===== src/rtl/cpu_ctrl_pkg.sv =====
// rtl/cpu_ctrl_pkg.sv - shared opcode, ALUop, state and IR field definitions
package cpu_ctrl_pkg;

  localparam int NUM_REGS = 16;
  localparam int OPCODE_W = 5;
  localparam int RSEL_W   = 4;

  localparam int OP_LSB = 27;
  localparam int RA_LSB = 23;
  localparam int RB_LSB = 19;
  localparam int RC_LSB = 15;

  localparam logic [4:0] OP_ADD  = 5'b00000;
  localparam logic [4:0] OP_SUB  = 5'b00001;
  localparam logic [4:0] OP_AND  = 5'b00010;
  localparam logic [4:0] OP_OR   = 5'b00011;
  localparam logic [4:0] OP_SHR  = 5'b00100;
  localparam logic [4:0] OP_SHRA = 5'b00101;
  localparam logic [4:0] OP_SHL  = 5'b00110;
  localparam logic [4:0] OP_ROR  = 5'b00111;
  localparam logic [4:0] OP_ROL  = 5'b01000;
  localparam logic [4:0] OP_MUL  = 5'b01111;
  localparam logic [4:0] OP_DIV  = 5'b10000;
  localparam logic [4:0] OP_NOP  = 5'b11010;
  localparam logic [4:0] OP_HALT = 5'b11011;

  localparam logic [3:0] ALU_ADD  = 4'd0;
  localparam logic [3:0] ALU_SUB  = 4'd1;
  localparam logic [3:0] ALU_AND  = 4'd2;
  localparam logic [3:0] ALU_OR   = 4'd3;
  localparam logic [3:0] ALU_SHL  = 4'd4;
  localparam logic [3:0] ALU_SHR  = 4'd5;
  localparam logic [3:0] ALU_SHRA = 4'd6;
  localparam logic [3:0] ALU_ROR  = 4'd7;
  localparam logic [3:0] ALU_ROL  = 4'd8;
  localparam logic [3:0] ALU_MUL  = 4'd9;
  localparam logic [3:0] ALU_DIV  = 4'd10;

  typedef enum logic [3:0] {
    ST_RESET,
    ST_T0,
    ST_T1,
    ST_T2,
    ST_T3,
    ST_T4,
    ST_T5,
    ST_T6,
    ST_HALT
  } state_e;

  typedef struct packed {
    logic       legal;
    logic       muldiv;
    logic [3:0] aluop;
  } op_info_t;

  function automatic op_info_t decode_op(logic [4:0] op);
    op_info_t info;
    info = '{legal: 1'b1, muldiv: 1'b0, aluop: ALU_ADD};
    case (op)
      OP_ADD:  info.aluop = ALU_ADD;
      OP_SUB:  info.aluop = ALU_SUB;
      OP_AND:  info.aluop = ALU_AND;
      OP_OR:   info.aluop = ALU_OR;
      OP_SHL:  info.aluop = ALU_SHL;
      OP_SHR:  info.aluop = ALU_SHR;
      OP_SHRA: info.aluop = ALU_SHRA;
      OP_ROR:  info.aluop = ALU_ROR;
      OP_ROL:  info.aluop = ALU_ROL;
      OP_MUL:  begin info.aluop = ALU_MUL; info.muldiv = 1'b1; end
      OP_DIV:  begin info.aluop = ALU_DIV; info.muldiv = 1'b1; end
      default: info.legal = 1'b0;
    endcase
    return info;
  endfunction

endpackage


===== src/rtl/reg_select_decoder.sv =====
// rtl/reg_select_decoder.sv - one-hot register select decoder with enable
module reg_select_decoder #(
  parameter int N    = 16,
  parameter int SELW = 4
) (
  input  logic            en_i,
  input  logic [SELW-1:0] sel_i,
  output logic [N-1:0]    onehot_o
);

  always_comb begin
    onehot_o = '0;
    if (en_i) onehot_o[sel_i] = 1'b1;
  end

endmodule


===== src/rtl/alu_control_sequencer.sv =====
// rtl/alu_control_sequencer.sv - Moore control FSM for fetch and reg-reg ALU instructions
module alu_control_sequencer
  import cpu_ctrl_pkg::*;
#(
  parameter int NREGS = NUM_REGS,
  parameter int OPW   = OPCODE_W
) (
  input  logic             clock,
  input  logic             clear_n,
  input  logic [31:0]      IR,
  input  logic             stop,
  output logic [NREGS-1:0] Rin,
  output logic [NREGS-1:0] Rout,
  output logic             PCin,
  output logic             PCout,
  output logic             MARin,
  output logic             MDRin,
  output logic             MDRout,
  output logic             IRin,
  output logic             Yin,
  output logic             Zlowin,
  output logic             Zhighin,
  output logic             Zlowout,
  output logic             Zhighout,
  output logic             HIin,
  output logic             LOin,
  output logic             IncPC,
  output logic             Read,
  output logic [3:0]       ALUop,
  output logic             halted
);

  state_e state_q, state_d;

  logic [OPW-1:0]    opcode;
  logic [RSEL_W-1:0] ra, rb, rc;
  op_info_t          op_info;
  logic              rin_en, rout_en;
  logic [RSEL_W-1:0] rout_sel;
  state_e            boundary;
  logic [14:0]       unused_ir_bits;

  assign opcode         = IR[OP_LSB +: OPW];
  assign ra             = IR[RA_LSB +: RSEL_W];
  assign rb             = IR[RB_LSB +: RSEL_W];
  assign rc             = IR[RC_LSB +: RSEL_W];
  assign op_info        = decode_op(opcode);
  assign unused_ir_bits = IR[14:0];

  // stop only matters on the edge that would start the next instruction
  assign boundary = stop ? ST_HALT : ST_T0;

  always_ff @(posedge clock) begin
    if (!clear_n) state_q <= ST_RESET;
    else          state_q <= state_d;
  end

  always_comb begin
    state_d  = state_q;
    rin_en   = 1'b0;
    rout_en  = 1'b0;
    rout_sel = rb;
    PCin     = 1'b0;
    PCout    = 1'b0;
    MARin    = 1'b0;
    MDRin    = 1'b0;
    MDRout   = 1'b0;
    IRin     = 1'b0;
    Yin      = 1'b0;
    Zlowin   = 1'b0;
    Zhighin  = 1'b0;
    Zlowout  = 1'b0;
    Zhighout = 1'b0;
    HIin     = 1'b0;
    LOin     = 1'b0;
    IncPC    = 1'b0;
    Read     = 1'b0;
    ALUop    = ALU_ADD;
    halted   = 1'b0;
    case (state_q)
      ST_RESET: state_d = ST_T0;
      ST_T0: begin
        PCout   = 1'b1;
        MARin   = 1'b1;
        IncPC   = 1'b1;
        Zlowin  = 1'b1;
        state_d = ST_T1;
      end
      ST_T1: begin
        Zlowout = 1'b1;
        PCin    = 1'b1;
        Read    = 1'b1;
        MDRin   = 1'b1;
        state_d = ST_T2;
      end
      ST_T2: begin
        MDRout = 1'b1;
        IRin   = 1'b1;
        if (op_info.legal)          state_d = ST_T3;
        else if (opcode == OP_HALT) state_d = ST_HALT;
        else                        state_d = boundary;
      end
      ST_T3: begin
        rout_en  = 1'b1;
        rout_sel = rb;
        Yin      = 1'b1;
        state_d  = ST_T4;
      end
      ST_T4: begin
        rout_en  = 1'b1;
        rout_sel = rc;
        ALUop    = op_info.aluop;
        Zlowin   = 1'b1;
        Zhighin  = op_info.muldiv;
        state_d  = ST_T5;
      end
      ST_T5: begin
        Zlowout = 1'b1;
        if (op_info.muldiv) begin
          LOin    = 1'b1;
          state_d = ST_T6;
        end else begin
          rin_en  = 1'b1;
          state_d = boundary;
        end
      end
      ST_T6: begin
        Zhighout = 1'b1;
        HIin     = 1'b1;
        state_d  = boundary;
      end
      ST_HALT: halted = 1'b1;
      default: state_d = ST_RESET;
    endcase
  end

  reg_select_decoder #(.N(NREGS), .SELW(RSEL_W)) u_rin_dec (
    .en_i     (rin_en),
    .sel_i    (ra),
    .onehot_o (Rin)
  );

  reg_select_decoder #(.N(NREGS), .SELW(RSEL_W)) u_rout_dec (
    .en_i     (rout_en),
    .sel_i    (rout_sel),
    .onehot_o (Rout)
  );

endmodule


===== config.mk =====
export PLATFORM = sky130hd
export DESIGN_NAME = alu_control_sequencer
export DESIGN_NICKNAME = d
export VERILOG_FILES = /design/src/rtl/cpu_ctrl_pkg.sv /design/src/rtl/reg_select_decoder.sv /design/src/rtl/alu_control_sequencer.sv
export SDC_FILE = /design/constraint.sdc
export NUM_CORES = 1
export LEC_CHECK = 0
export CORE_MARGIN = 3
export CORE_UTILIZATION = 32
export DETAILED_ROUTE_END_ITERATION = 6
export GPL_ROUTABILITY_DRIVEN = 0
export HOLD_SLACK_MARGIN = 0.1
export PLACE_DENSITY = 0.87
export SLEW_MARGIN = 20
export SYNTH_ARGS = -nofsm -noshare
export SYNTH_HDL_FRONTEND = slang
export SYNTH_SLANG_ARGS = --single-unit

===== constraint.sdc =====
create_clock -name clock -period 2.3 [get_ports clock]
set_input_delay 0.23 -clock clock [delete_from_list [all_inputs] [get_ports clock]]
set_output_delay 0.23 -clock clock [all_outputs]
set_load 0.05 [all_outputs]

==> results, run 1 <==
- The setup check on the worst reg-to-reg path leaves a slack of 0.89 ns.
- The final core utilization is 81.4%.
- Setup violations remaining at the end of the flow were counted as 0.
- The count of vias placed by the detailed router is 1359.
- Overall power consumption after layout is estimated at 405 uW.
- The post-place setup slack is -0.0996 ns.
- The Yosys step of the flow raised 0 warnings.
- The synthesized design contains 4 register bits.
- The maximum fanout along the worst path is 10.
- The worst setup path is of the flip-flop to output pin kind.
- The share of synthesized flip-flops with an asynchronous set or reset is 0%.
- After clock tree synthesis, the clock-pin slew on the worst setup and hold paths is 0.03 ns.
- The number of endpoints with negative hold slack in the final report is 0.
- The total number of nets in the final design is 251.
- The post-synthesis area per instance is 6.17 sq um.
- Across the routed clock network, the largest skew measured is 0.00172 ns.
- The buffer cell driving the clock tree root is sky130_fd_sc_hd__clkbuf_4.
- The number of design-rule violations left by the first detailed-router iteration is 52.
- The shortest period the worst path allows is 2.25 ns.
- The achievable clock frequency is 445 MHz.
- IR analysis of the VDD net gives a maximum drop of 0.302 mV.
- The worst register-to-register path begins at state_q[2].
- The top register by number of flip-flops is state_q.
- Global routing consumed, over all layers together, 22.2% of the routing resources.
- Across the run, the number of max-cap violations was 0.
- Setup total negative slack on the finished layout was measured at 0 ns.
- STA puts the critical path data arrival time at 2.02 ns.
- The share of the clock period used by the worst path is 97.8%.
- The number of antenna violations at the first check in global routing is 0.
- The initial core utilization is 34.5%.
- The parity-gate share of the synthesized area counting xor and xnor cells is 1.01%.
- Setup repair after global routing left no endpoint under its margin.
- The average via count per standard cell is 5.57.
- The cell area that synthesis handed to floorplanning was 870 sq um.
- At the pin with the least slew margin, the transition time is 0.510 ns.
- Counting tap cells, the placed design contains a total of 241 instances.
- Measured in cells, the most critical reg-to-reg path has a length of 4.
- The number of flip-flops in the largest register is 4.
- The worst path setup slack after routing is 0.0516 ns.
- The largest registers in the layout are state_q (4).
- The number of slew-limit violations in the final report came to 0.
- The first-pass detailed-route iteration total is 4.
- The number of cells in the finished layout apart from fillers is 244.
- The synthesized netlist devotes 56.1% of its cell area to simple gates.
- The post-placement cell area is 0.00199 sq mm.
- The adder and majority gate portion of the synthesized area is 0%.
- The area of the die is 0.00338 sq mm.
- The wire length of the first global-routing pass is 5.94 mm.
- STA puts the critical path data required time at 2.07 ns.
- The post-CTS setup repair buffer count is 0.
- The via count of the first global-routing pass was 1351.
- After technology mapping, the gate count stands at 141.
- The number of enable-type register cells in the synthesized netlist is 0.
- The leakage power is 0.793 nW.
- The most used flip-flop cell after synthesis is sky130_fd_sc_hd__dfxtp_1.
- The critical path ends at Rout[6].
- The filler cell count is 170.
- The count of nets left with antenna violations once routing finished came out at 0.
- The total wirelength of the detailed-routed design is 3.78 mm.
- The synthesized netlist devotes 21.7% of its cell area to compound gates.
- In this run the core area contains 18 standard-cell rows.
- The clock insertion delay at the later pin of the skew report is 0.24 ns.
- The worst min-delay path category is primary input to flip-flop.
- The synthesized net count is 176.
- The total inserted antenna cells is 0.
- After global routing the overflow that remains totals 0.
- The smallest hold slack is 0.612 ns.
- The multi-input combinational cells in the finished layout cover a total of 779 sq um.
- The die boundary height is 58.1 um.
- Measured against its own limit, the worst slew margin works out to 65.9%.
- The number of buffers between clock root and the deepest sink is 2.
- The critical path starts at state_q[3].
- In this run the critical register-to-register path is captured at state_q[0].
- The flow ran to the end, and the final reports show no timing, DRC or antenna violations.
- The die is 58.1 um wide.
- The share of post-route cells with drive strength above 1 is 38.3%.
- STA classifies the critical path endpoint as an output pin.
- The worst setup path is launched from a flip-flop.
- Entering global routing, the biggest net connects 12 pins.
- Input and output buffers added on the ports amount to 71.
- The finished cells cover 0.00205 sq mm.
- The total of hold buffers inserted after clock tree synthesis is 0.
- Pin placement for this block handled 87 I/O pins.
- The number of distinct library cells after synthesis is 35.
- The sequential cell area is 82.6 sq um.
- The CTS buffer count is 3.
- The detailed placement HPWL is 3.09 mm.
- Dividing the detail-routed wire length by the instance count gives 15.5 um.
- By area, the combinational part of the netlist is dominated by simple AND/OR/NAND/NOR gates.
- The total power per unit cell area is 197 mW/mm^2.
- In the synthesized netlist, mux cells make up 0% of the area.
- In this run the number of H-tree levels came out at 1.
- For this run, design rule violations remaining after detail routing come to 0.
- The part of the Yosys area used for sequential elements is 9.21%.
- Compared with the post-synthesis result, the final layout area differs by 136%.
- The area of the core region is 0.00252 sq mm.
- Clock tree synthesis found a total of 4 sinks.
- The clock tree from TritonCTS is built.
-- area by class of cell --
cell class / count / share of cell area [%]
well taps: 30 / 1.83
repair buffers: 84 / 54.4
flip-flops and latches: 4 / 4.02
multi-input cells: 119 / 37.9
clock buffers: 3 / 1.10
inverters: 4 / 0.731
-- critical path, cell delays in order (launching register included) --
cell	delay, ns
sky130_fd_sc_hd__dfxtp_1	0.53
sky130_fd_sc_hd__and4bb_1	0.31
sky130_fd_sc_hd__nor3_1	0.23
sky130_fd_sc_hd__o21ai_0	0.22
sky130_fd_sc_hd__nor2_1	0.29
sky130_fd_sc_hd__buf_12	0.18
-- logic make-up (layout without fill, tap and decap cells) --
| family | after synthesis | in the layout |
|---|---|---|
| buffers and inverters | 18 | 91 |
| AND/OR/NAND/NOR | 90 | 90 |
| XOR/XNOR | 1 | 1 |
| flip-flops | 4 | 4 |
| AO/OA/AOI/OAI | 28 | 28 |
-- cell usage in the layout, fill, tap and decap left out, types with 3 or more instances in the layout --
cell type,n
sky130_fd_sc_hd__dlygate4sd2_1,5
sky130_fd_sc_hd__nor2_1,36
sky130_fd_sc_hd__buf_4,23
sky130_fd_sc_hd__nor3b_1,5
sky130_fd_sc_hd__clkbuf_4,3
sky130_fd_sc_hd__and3_1,4
sky130_fd_sc_hd__nand2b_1,6
sky130_fd_sc_hd__nand2_1,3
sky130_fd_sc_hd__nor3_1,12
sky130_fd_sc_hd__clkdlybuf4s50_1,22
sky130_fd_sc_hd__nor3_2,6
sky130_fd_sc_hd__a31oi_1,5
sky130_fd_sc_hd__buf_12,34
sky130_fd_sc_hd__o21ai_0,6
sky130_fd_sc_hd__inv_1,4
sky130_fd_sc_hd__a21oi_1,4
-- power breakdown --
group	leakage [nW]	switching (mW)	internal (mW)	total [mW]
clock network	0.0138	0.0302	0.0584	0.0886
logic	0.746	0.136	0.0933	0.229
registers	0.0333	0.0125	0.0749	0.0874
-- worst min-delay path by stage --
stage / cells after the start / start / slack, ns / endpoint
finish: 2 / clear_n / 0.61 / state_q[3]
CTS: 2 / state_q[1] / 0.60 / state_q[3]
detailed placement: 2 / state_q[1] / 0.65 / state_q[3]
global placement: 2 / state_q[1] / 0.63 / state_q[3]
floorplan: 1 / clear_n / 0.38 / state_q[3]
global route: 2 / clear_n / 0.63 / state_q[3]
-- cells in the mapped netlist (2+ instances only) --
library cell	instances	area, sq um
sky130_fd_sc_hd__buf_2	5	25.0
sky130_fd_sc_hd__a21oi_1	4	20.0
sky130_fd_sc_hd__a22oi_1	3	22.5
sky130_fd_sc_hd__o21ai_0	6	30.0
sky130_fd_sc_hd__o2111ai_1	2	17.5
sky130_fd_sc_hd__o21ba_2	2	20.0
sky130_fd_sc_hd__nor2b_1	2	12.5
sky130_fd_sc_hd__nand2b_1	8	50.1
sky130_fd_sc_hd__nand4b_1	2	17.5
sky130_fd_sc_hd__buf_4	6	45.0
sky130_fd_sc_hd__a21o_1	2	15.0
sky130_fd_sc_hd__nor4b_1	2	17.5
sky130_fd_sc_hd__a31oi_1	5	31.3
sky130_fd_sc_hd__nand4_1	2	12.5
sky130_fd_sc_hd__nor2_1	37	139
sky130_fd_sc_hd__nor3b_1	5	37.5
sky130_fd_sc_hd__dfxtp_1	4	80.1
sky130_fd_sc_hd__nor3_1	18	90.1
sky130_fd_sc_hd__clkbuf_1	2	7.51
sky130_fd_sc_hd__inv_1	4	15.0
sky130_fd_sc_hd__and3_1	4	25.0
sky130_fd_sc_hd__nand2_1	3	11.3
-- layer usage --
layer / GRT usage [%] / vias to the layer above / share of wire (%)
met4: 8.61 / 0 / 1.8
met1: 21.1 / 618 / 35
met3: 3.34 / 15 / 7.1
li1: - / 652 / -
met5: 0 / - / 0
met2: 46.0 / 74 / 56
-- what timing repair did --
| item | in CTS | in global routing |
|---|---|---|
| resized for setup | 10 | 6 |
| pin swaps | 3 | 0 |
| endpoints found under the setup margin | 29 | 21 |
| hold endpoints to repair | 0 | 0 |
Note: power is estimated with default switching activity, not from simulation.
==> run 2, diff against run 1 <==
--- a/config.mk
+++ b/config.mk
@@ -7,6 +7,7 @@
 export LEC_CHECK = 0
 export CORE_MARGIN = 3
 export CORE_UTILIZATION = 32
+export CTS_CLUSTER_SIZE = 14
 export DETAILED_ROUTE_END_ITERATION = 6
 export GPL_ROUTABILITY_DRIVEN = 0
 export HOLD_SLACK_MARGIN = 0.1
==> results of run 2 <==
Final layout, timing and power as in run 1 (identical DEF).
